### src/rtl/stage_i_bf2i.sv
// First (BF2I) stage of a radix-2^2 SDF FFT: trivial add/subtract butterfly,
// feedback delay line of shift_stages words per path, registered output and prime flag.
module stage_i_bf2i #(
  parameter int data_width   = 14,
  parameter int add_g        = 1,
  parameter int shift_stages = 16
) (
  input  logic                                clock,
  input  logic                                reset,
  input  logic                                enable,
  input  logic                                s,
  input  logic signed [data_width-add_g-1:0]  prvs_r,
  input  logic signed [data_width-add_g-1:0]  prvs_i,
  output logic signed [data_width-1:0]        tonext_r,
  output logic signed [data_width-1:0]        tonext_i,
  output logic                                primed
);

  localparam int CNT_W = $clog2(shift_stages + 1);

  logic signed [data_width-1:0] x_r, x_i;
  logic signed [data_width-1:0] d_r, d_i;
  logic signed [data_width-1:0] toreg_r, toreg_i;
  logic signed [data_width-1:0] tonext_r_d, tonext_i_d;
  logic signed [data_width-1:0] tonext_r_q, tonext_i_q;
  logic signed [data_width-1:0] dly_r_q [shift_stages];
  logic signed [data_width-1:0] dly_i_q [shift_stages];
  logic        [CNT_W-1:0]      cnt_q, cnt_d;

  // Size cast of a signed operand sign-extends by add_g bits.
  assign x_r = data_width'(prvs_r);
  assign x_i = data_width'(prvs_i);
  assign d_r = dly_r_q[shift_stages-1];
  assign d_i = dly_i_q[shift_stages-1];

  always_comb begin
    toreg_r    = x_r;
    toreg_i    = x_i;
    tonext_r_d = d_r;
    tonext_i_d = d_i;
    if (s) begin
      tonext_r_d = d_r + x_r;
      tonext_i_d = d_i + x_i;
      toreg_r    = d_r - x_r;
      toreg_i    = d_i - x_i;
    end
  end

  assign cnt_d = (cnt_q == CNT_W'(shift_stages)) ? cnt_q : cnt_q + CNT_W'(1);

  always_ff @(posedge clock) begin
    if (reset) begin
      for (int i = 0; i < shift_stages; i++) begin
        dly_r_q[i] <= '0;
        dly_i_q[i] <= '0;
      end
      tonext_r_q <= '0;
      tonext_i_q <= '0;
      cnt_q      <= '0;
    end else if (enable) begin
      dly_r_q[0] <= toreg_r;
      dly_i_q[0] <= toreg_i;
      for (int i = 1; i < shift_stages; i++) begin
        dly_r_q[i] <= dly_r_q[i-1];
        dly_i_q[i] <= dly_i_q[i-1];
      end
      tonext_r_q <= tonext_r_d;
      tonext_i_q <= tonext_i_d;
      cnt_q      <= cnt_d;
    end
  end

  assign tonext_r = tonext_r_q;
  assign tonext_i = tonext_i_q;
  assign primed   = (cnt_q == CNT_W'(shift_stages));

endmodule

### config.mk
export PLATFORM = sky130hd
export DESIGN_NAME = stage_i_bf2i
export DESIGN_NICKNAME = d
export VERILOG_FILES = /design/src/rtl/stage_i_bf2i.sv
export SDC_FILE = /design/constraint.sdc
export NUM_CORES = 1
export LEC_CHECK = 0
export BUFFER_PORTS_ARGS = -buffer_cell sky130_fd_sc_hd__buf_2
export CAP_MARGIN = 20
export CORE_ASPECT_RATIO = 2
export CORE_MARGIN = 2
export CORE_UTILIZATION = 40
export DETAILED_ROUTE_END_ITERATION = 10
export MAX_ROUTING_LAYER = met4
export PLACE_DENSITY = 0.55
export SYNTH_ARGS = -nofsm -noshare
export SYNTH_HDL_FRONTEND = slang
export SYNTH_SLANG_ARGS = --single-unit
### constraint.sdc
create_clock -name clock -period 11.09 [get_ports clock]
set_input_delay 1.109 -clock clock [delete_from_list [all_inputs] [get_ports clock]]
set_output_delay 1.109 -clock clock [all_outputs]
set_load 0.02 [all_outputs]
==> results of run 1 <==
[Yosys cell counts (all sizes together) (17+ instances only)]
master	instances	area share
ha	54	0.033
edfxtp	448	0.65
o21ai	34	0.0084
nor3	17	0.0041
inv	59	0.011
buf	19	0.0046
mux2i	22	0.011
nor2	68	0.012
nor2b	178	0.054
a21oi	50	0.012
nand2	33	0.0060
and2	254	0.077
clkbuf	65	0.012
nand3	26	0.0065
xnor2	28	0.012
dfxtp	33	0.032
[flip-flops by register name, indices dropped and copies added, names as in the netlist]
signal	count
cnt_q	5
dly_i_q	224
dly_r_q	224
tonext_i	14
tonext_r	14
[metrics by stage]
step / hold slack (ps) / setup slack, ps / power [µW] / util / cells
floorplan: 471 / 30.3 / 2460 / - / 1530
global placement: 438 / 6560 / 2570 / 0.420 / 2175
detailed placement: 444 / 6440 / 2570 / 0.420 / 2175
CTS: 462 / 7080 / 4120 / 0.448 / 2253
global route: 476 / 6750 / 4230 / 0.448 / 2255
finish: 465 / 6940 / 4070 / 0.448 / 2255
[kinds of logic (layout without fill, tap and decap cells)]
logic type,count (synthesis),count (layout)
AOI/OAI and AO/OA,168,168
DFF,481,481
muxes,24,24
and+or+nand+nor,620,620
other,0,1
adders and majority gates,58,58
xor gates and xnor gates,35,35
buffers and inverters,144,208
[final cells by class]
class / instances / share of cell area
Sequential cell: 481 / 0.611
Multi-Input combinational cell: 905 / 0.262
Clock buffer: 49 / 0.0484
Tap cell: 660 / 0.0358
Timing Repair Buffer: 70 / 0.0187
Clock inverter: 29 / 0.0133
Inverter: 60 / 0.0101
Antenna cell: 1 / 0.000108
[routing by layer]
metal | vias to the layer above | track usage | share of wire
li1 | 5414 | - | -
met1 | 5565 | 0.204 | 0.41
met2 | 168 | 0.303 | 0.53
met3 | 87 | 0.0243 | 0.028
met5 | - | - | 0
met4 | 0 | 0.0707 | 0.041
[critical path, stage by stage]
cell and delay [ps]:
buf_2 530, nor2_1 260, inv_8 630, buf_12 770, buf_12 640
[power by group]
group	internal (µW)	leakage, µW	total, µW	switching, µW
clock network	849	0.000698	1540	689
registers	2120	0.00522	2170	51.1
logic	129	0.00315	358	229
total	3100	0.00907	4070	969
[worst max path at each step]
stage,start,to,slack [ps],cells after the start
6_report,enable,dly_r_q[1][7]$_SDFFCE_PN0P_,6940,5
5_1_grt,enable,dly_r_q[1][7]$_SDFFCE_PN0P_,6750,5
4_1_cts,enable,dly_r_q[0][40]$_SDFFCE_PN0P_,7080,5
3_5_place_dp,enable,dly_i_q[15][12]$_SDFFCE_PP0P_,6440,5
3_3_place_gp,enable,dly_i_q[11][8]$_SDFFCE_PP0P_,6560,5
2_1_floorplan,reset,dly_i_q[0][0]$_SDFFCE_PN0P_,30,4
==> impl_metrics.yaml, run 1 <==
final_layout:
  final_cell_mix: "edfxtp_1, and2_1, nor2b_1, nor2_1, buf_2"
  syn2layout_area_growth_pct: 11.4
  seqCellArea_um2: 14100
  nets: 1649
  layout_commonest_cell: "edfxtp_1"
  drive_above_1_share: 0.0972
  nFillCells: 4579
  multi_input_area_um2: 6060
  postLayoutCellArea_um2: 23100
logic_synthesis:
  synthArstFlopShare: 0
  synth_cell_types: 72
  synthFlopType: "edfxtp_1"
  synth_edf_count: 448
  synthAdderAreaFrac: 0.0365
  synth-simple-area-share: 0.174
  syn-num-nets: 1618
  synth_xor_area_frac: 0.0148
  synth_compound_area_frac: 0.0549
  synth_warnings: 0
  netlist_area_um2: 20700
  synthMuxAreaShare: 0.0117
  synth_top_family_by_area: "simple AND/OR/NAND/NOR gates"
  seq_area_frac_synth: 0.681
  synth_area_per_cell_um2: 13.5
  ys_seq_elements: 481
  synthCells: 1530
timing:
  setup_viol: 0
  finalCritPeriodShare: 0.374
  finClkSkew_ps: 17.5
  fmax_ghz: 0.241
  finalHoldViolations: 0
  rsz0062_at_grt: "no"
  worst_pin_slew_ps: 965
  finalMaxSlewViolations: 0
  min_period_ps: 4150
  setup_tns_ps: 0
  slew_headroom: 0.357
cts:
  clkSinkCount: 481
  h-tree-depth: 2
  insertion_delay_ps: 580
  clk_pin_slew_ps: 60
  cts_buffers: 43
  postCtsSetupRepairBufs: 0
  cts_root_buffer: "clkbuf_16"
  clock_path_buffers: 3
  postCtsResizedCells: 0
  cts-hold-fix-buffers: 0
  cts_tree: "built"
critical_path:
  timing.rr.end: "dly_r_q[0][10]$_SDFFCE_PN0P_"
  ff2ff_setup_slack_ps: 8100
  critPathKind: "in2reg"
  reg2reg_from: "dly_r_q[1][98]$_SDFFCE_PP0P_"
  cp-end-kind: "flip-flop"
  critPathRequiredTime_ps: 11280
  worst-path-max-fanout: 178
  ff2ff_path_depth: 10
  worstSetupStartpointType: "input port"
  critical_path_arrival_ps: 4340
global_routing:
  grt_overflow_total: 0
  first_global_vias: 11600
  grt_pass1_wl_mm: 69.1
  grtUsageTotal: 0.176
  grt_max_degree: 179
  grt_antenna_before_repair: 4
floorplan:
  dieArea_um2: 53800
  fp.dieW_um: 165
  num_io_pins: 59
  initial_core_util: 0.402
  die_h_um: 326
  core_um2: 51500
  rows: 118
place:
  dp_hpwl_mm: 28.2
  gp_congestion: 0.859
  io_buffers: 58
  place_area_um2: 21600
worst_hold_path:
  whs_path_depth: 2
  hold_path_class: "reg2reg"
  hp-start: "tonext_i[5]$_SDFFE_PP0P_"
  min_to: "tonext_i[5]$_SDFFE_PP0P_"
job:
  maxCapViolCount: 0
status:
  status: "completed"
routing:
  postRouteWirelength_mm: 45.1
  avgRoutedWirePerCell_um: 20.0
  vias_per_cell: 4.98
  first_pass_iters: 4
  vias: 11200
  ant_nets: 0
  route.detailed.drc: 0
  drtIter0Drc: 686
pwr:
  ir_drop_mv: 0.125
  p_per_area_nw_per_um2: 176
  p_leak_uw: 0.00907
Power figures use the tool's default switching activity.
==> run 2: changes to the inputs <==
--- a/config.mk
+++ b/config.mk
@@ -5,6 +5,7 @@
 export SDC_FILE = /design/constraint.sdc
 export NUM_CORES = 1
 export LEC_CHECK = 0
+export ABC_AREA = 1
 export BUFFER_PORTS_ARGS = -buffer_cell sky130_fd_sc_hd__buf_2
 export CAP_MARGIN = 20
 export CORE_ASPECT_RATIO = 2
==> constraint.sdc (replaced) <==
create_clock -name clock -period 3.35 [get_ports clock]
set_input_delay 0.335 -clock clock [delete_from_list [all_inputs] [get_ports clock]]
set_output_delay 0.335 -clock clock [all_outputs]
set_load 0.02 [all_outputs]
==> impl_metrics.yaml, run 2 <==
timing:
  min_period_ps: 2250
  fmax_ghz: 0.445
  timing.hold.ws_ps: 33.9
  worst_pin_slew_ps: 917
  rsz0062_at_grt: "no"
  finalMaxSlewViolations: 0
  setup_ws_ps: 1100
  setup_viol: 0
  setup_tns_ps: 0
  slew_headroom: 0.388
  finalCritPeriodShare: 0.671
  finClkSkew_ps: 16.6
  finalHoldViolations: 0
critical_path:
  crit_chain: "ha_1, nand2_1, nor2_1, and2_1, nand2_1, nand3_1, nand2_1, nand3_1, a21oi_1"
  cp.buffers_inverters: 0
  critPathRequiredTime_ps: 3660
  crit_top_cell: "nand2_1"
  timing.rr.end: "dly_r_q[0][12]$_SDFFCE_PN0P_"
  critPathKind: "reg2reg"
  critical_path_arrival_ps: 2560
  ff2ff_path_depth: 9
  ff2ff_setup_slack_ps: 1100
  cp_top_family: "simple AND/OR/NAND/NOR gates"
  worstSetupStartpointType: "flip-flop"
  reg2reg_from: "dly_r_q[1][103]$_SDFFCE_PP0P_"
  worst-path-max-fanout: 9
  cp-end-kind: "flip-flop"
  slowest_delay_ps: 660
  cp_slowest_cell: "ha_1"
worst_hold_path:
  hp-start: "reset"
  whs_path_depth: 2
  min_to: "cnt_q[2]$_SDFFE_PP0P_"
  hold_path_class: "in2reg"
cts:
  insertion_delay_ps: 580
  cts_buffers: 44
  clkSinkCount: 481
  h-tree-depth: 2
  clock_path_buffers: 3
  cts-hold-fix-buffers: 0
  cts_root_buffer: "clkbuf_16"
  postCtsSetupRepairBufs: 0
  cts_tree: "built"
  clk_pin_slew_ps: 70
  postCtsResizedCells: 0
place:
  dp_hpwl_mm: 32.3
  gp_congestion: 0.940
  io_buffers: 58
  place_ws_ps: 1050
  dpl.cell_count: 2898
global_routing:
  grt_overflow_total: 0
  grt_max_degree: 167
  grt_pass1_wl_mm: 75.6
  first_global_vias: 13800
  grtUsageTotal: 0.176
  grt_antenna_before_repair: 4
logic_synthesis:
  yosysMostFrequentCell: "inv_1"
  ys_seq_elements: 481
  synthArstFlopShare: 0
  synth_edf_count: 448
  synth_compound_area_frac: 0.0335
  synthFlopType: "edfxtp_1"
  synth_top_cell_by_area: "edfxtp_1"
  synth_area_per_cell_um2: 9.93
  syn-num-nets: 2313
  seq_area_frac_synth: 0.639
  synth_area_leaders: "edfxtp_1, inv_1, nor2_1"
  synth-simple-area-share: 0.167
  synth_cell_types: 45
  synthAdderAreaFrac: 0.0342
  netlist_area_um2: 22100
  synth_top_area_share: 0.609
  yosys-top-cells-count: "inv_1, nor2_1, edfxtp_1"
  synthMuxAreaShare: 0
  synthCells: 2225
  synth_xor_area_frac: 0.00793
  synth_top_family_by_area: "simple AND/OR/NAND/NOR gates"
  synth_warnings: 0
final_layout:
  nFillCells: 5278
  stdcell_count: 2979
  final_cell_mix: "inv_1, nor2_1, edfxtp_1, nand2_1, nand3_1"
  syn2layout_area_growth_pct: 10.6
  drive_above_1_share: 0.101
  fin_util: 0.448
  reg.largest.list: "dly_i_q: 224 flops, dly_r_q: 224 flops"
  nets: 2356
  multi_input_area_um2: 5360
  seqCellArea_um2: 14100
  layout_commonest_cell: "inv_1"
routing:
  first_pass_iters: 5
  vias_per_cell: 4.63
  ant_nets: 0
  avgRoutedWirePerCell_um: 16.2
  vias: 13800
  route.detailed.drc: 0
  drtIter0Drc: 780
  postRouteWirelength_mm: 48.1
pwr:
  ir_drop_mv: 0.315
  p_switching_uw: 3410
  internal_power_uw: 10200
  switching_share: 0.251
  p_leak_uw: 0.0108
  pwr-share-clk: 0.370
  seq_power_share: 0.527
  p_per_area_nw_per_um2: 556
  combinationalPowerShare: 0.104
status:
  status: "completed"
floorplan:
  num_io_pins: 59
  initial_core_util: 0.405
  rows: 121
  dieArea_um2: 57300
  fp.dieW_um: 170
  die_h_um: 336
  core_um2: 54500
job:
  maxCapViolCount: 0
run 2: stage by stage:
step	cell area (µm²)	total power (µW)
after floorplan	22100	8340
after global routing	24400	14200
after global placement	23000	8710
final	24400	13600
after detailed placement	23000	8720
after CTS	24400	13800
run 2: layout make-up:
cell class | count | area share
sequential | 481 | 0.578
multi-input combinational | 1089 | 0.219
inverter | 568 | 0.0877
clock buffer | 54 | 0.0483
tap | 676 | 0.0346
timing repair buffer | 84 | 0.0232
clock inverter | 23 | 0.00871
antenna | 4 | 0.000410
run 2: metal layers:
layer	track usage	share of wire
met3	0.0240	0.032
met4	0.0835	0.046
met5	-	0
met1	0.195	0.40
met2	0.311	0.52
run 2: cells by family (layout without fill, tap and decap cells):
kind of cell | Yosys count | after routing
compound gates | 127 | 127
xor+xnor | 20 | 20
fa+ha+maj | 58 | 58
buf+inv | 655 | 729
flops | 481 | 481
other cells | 0 | 4
simple gates | 884 | 884
run 2: worst max-delay path by stage:
stage | start | to | slack, ps | cells after the start
floorplan | enable | dly_i_q[0][0]$_SDFFCE_PN0P_ | -4450 | 4
global placement | prvs_r[5] | dly_r_q[0][12]$_SDFFCE_PN0P_ | 1060 | 11
detailed placement | prvs_r[5] | dly_r_q[0][12]$_SDFFCE_PN0P_ | 1050 | 11
CTS | dly_r_q[1][103]$_SDFFCE_PP0P_ | dly_r_q[0][12]$_SDFFCE_PN0P_ | 1080 | 9
global route | dly_r_q[1][103]$_SDFFCE_PP0P_ | dly_r_q[0][12]$_SDFFCE_PN0P_ | 930 | 9
finish | dly_r_q[1][103]$_SDFFCE_PP0P_ | dly_r_q[0][12]$_SDFFCE_PN0P_ | 1100 | 9
run 2: worst reg2reg max path, stage by stage, from the launching register on:
cell	delay [ps]
edfxtp_1	440
ha_1	660
nand2_1	200
nor2_1	160
and2_1	140
nand2_1	100
nand3_1	100
nand2_1	50
nand3_1	70
a21oi_1	70
run 2: power groups by stage:
stage	Combinational, µW	Clock [µW]	Sequential [µW]
after global routing	1600	5380	7200
after CTS	1440	5200	7160
after detailed placement	1430	0	7290
final	1410	5020	7150
after floorplan	1010	0	7330
after global placement	1430	0	7280
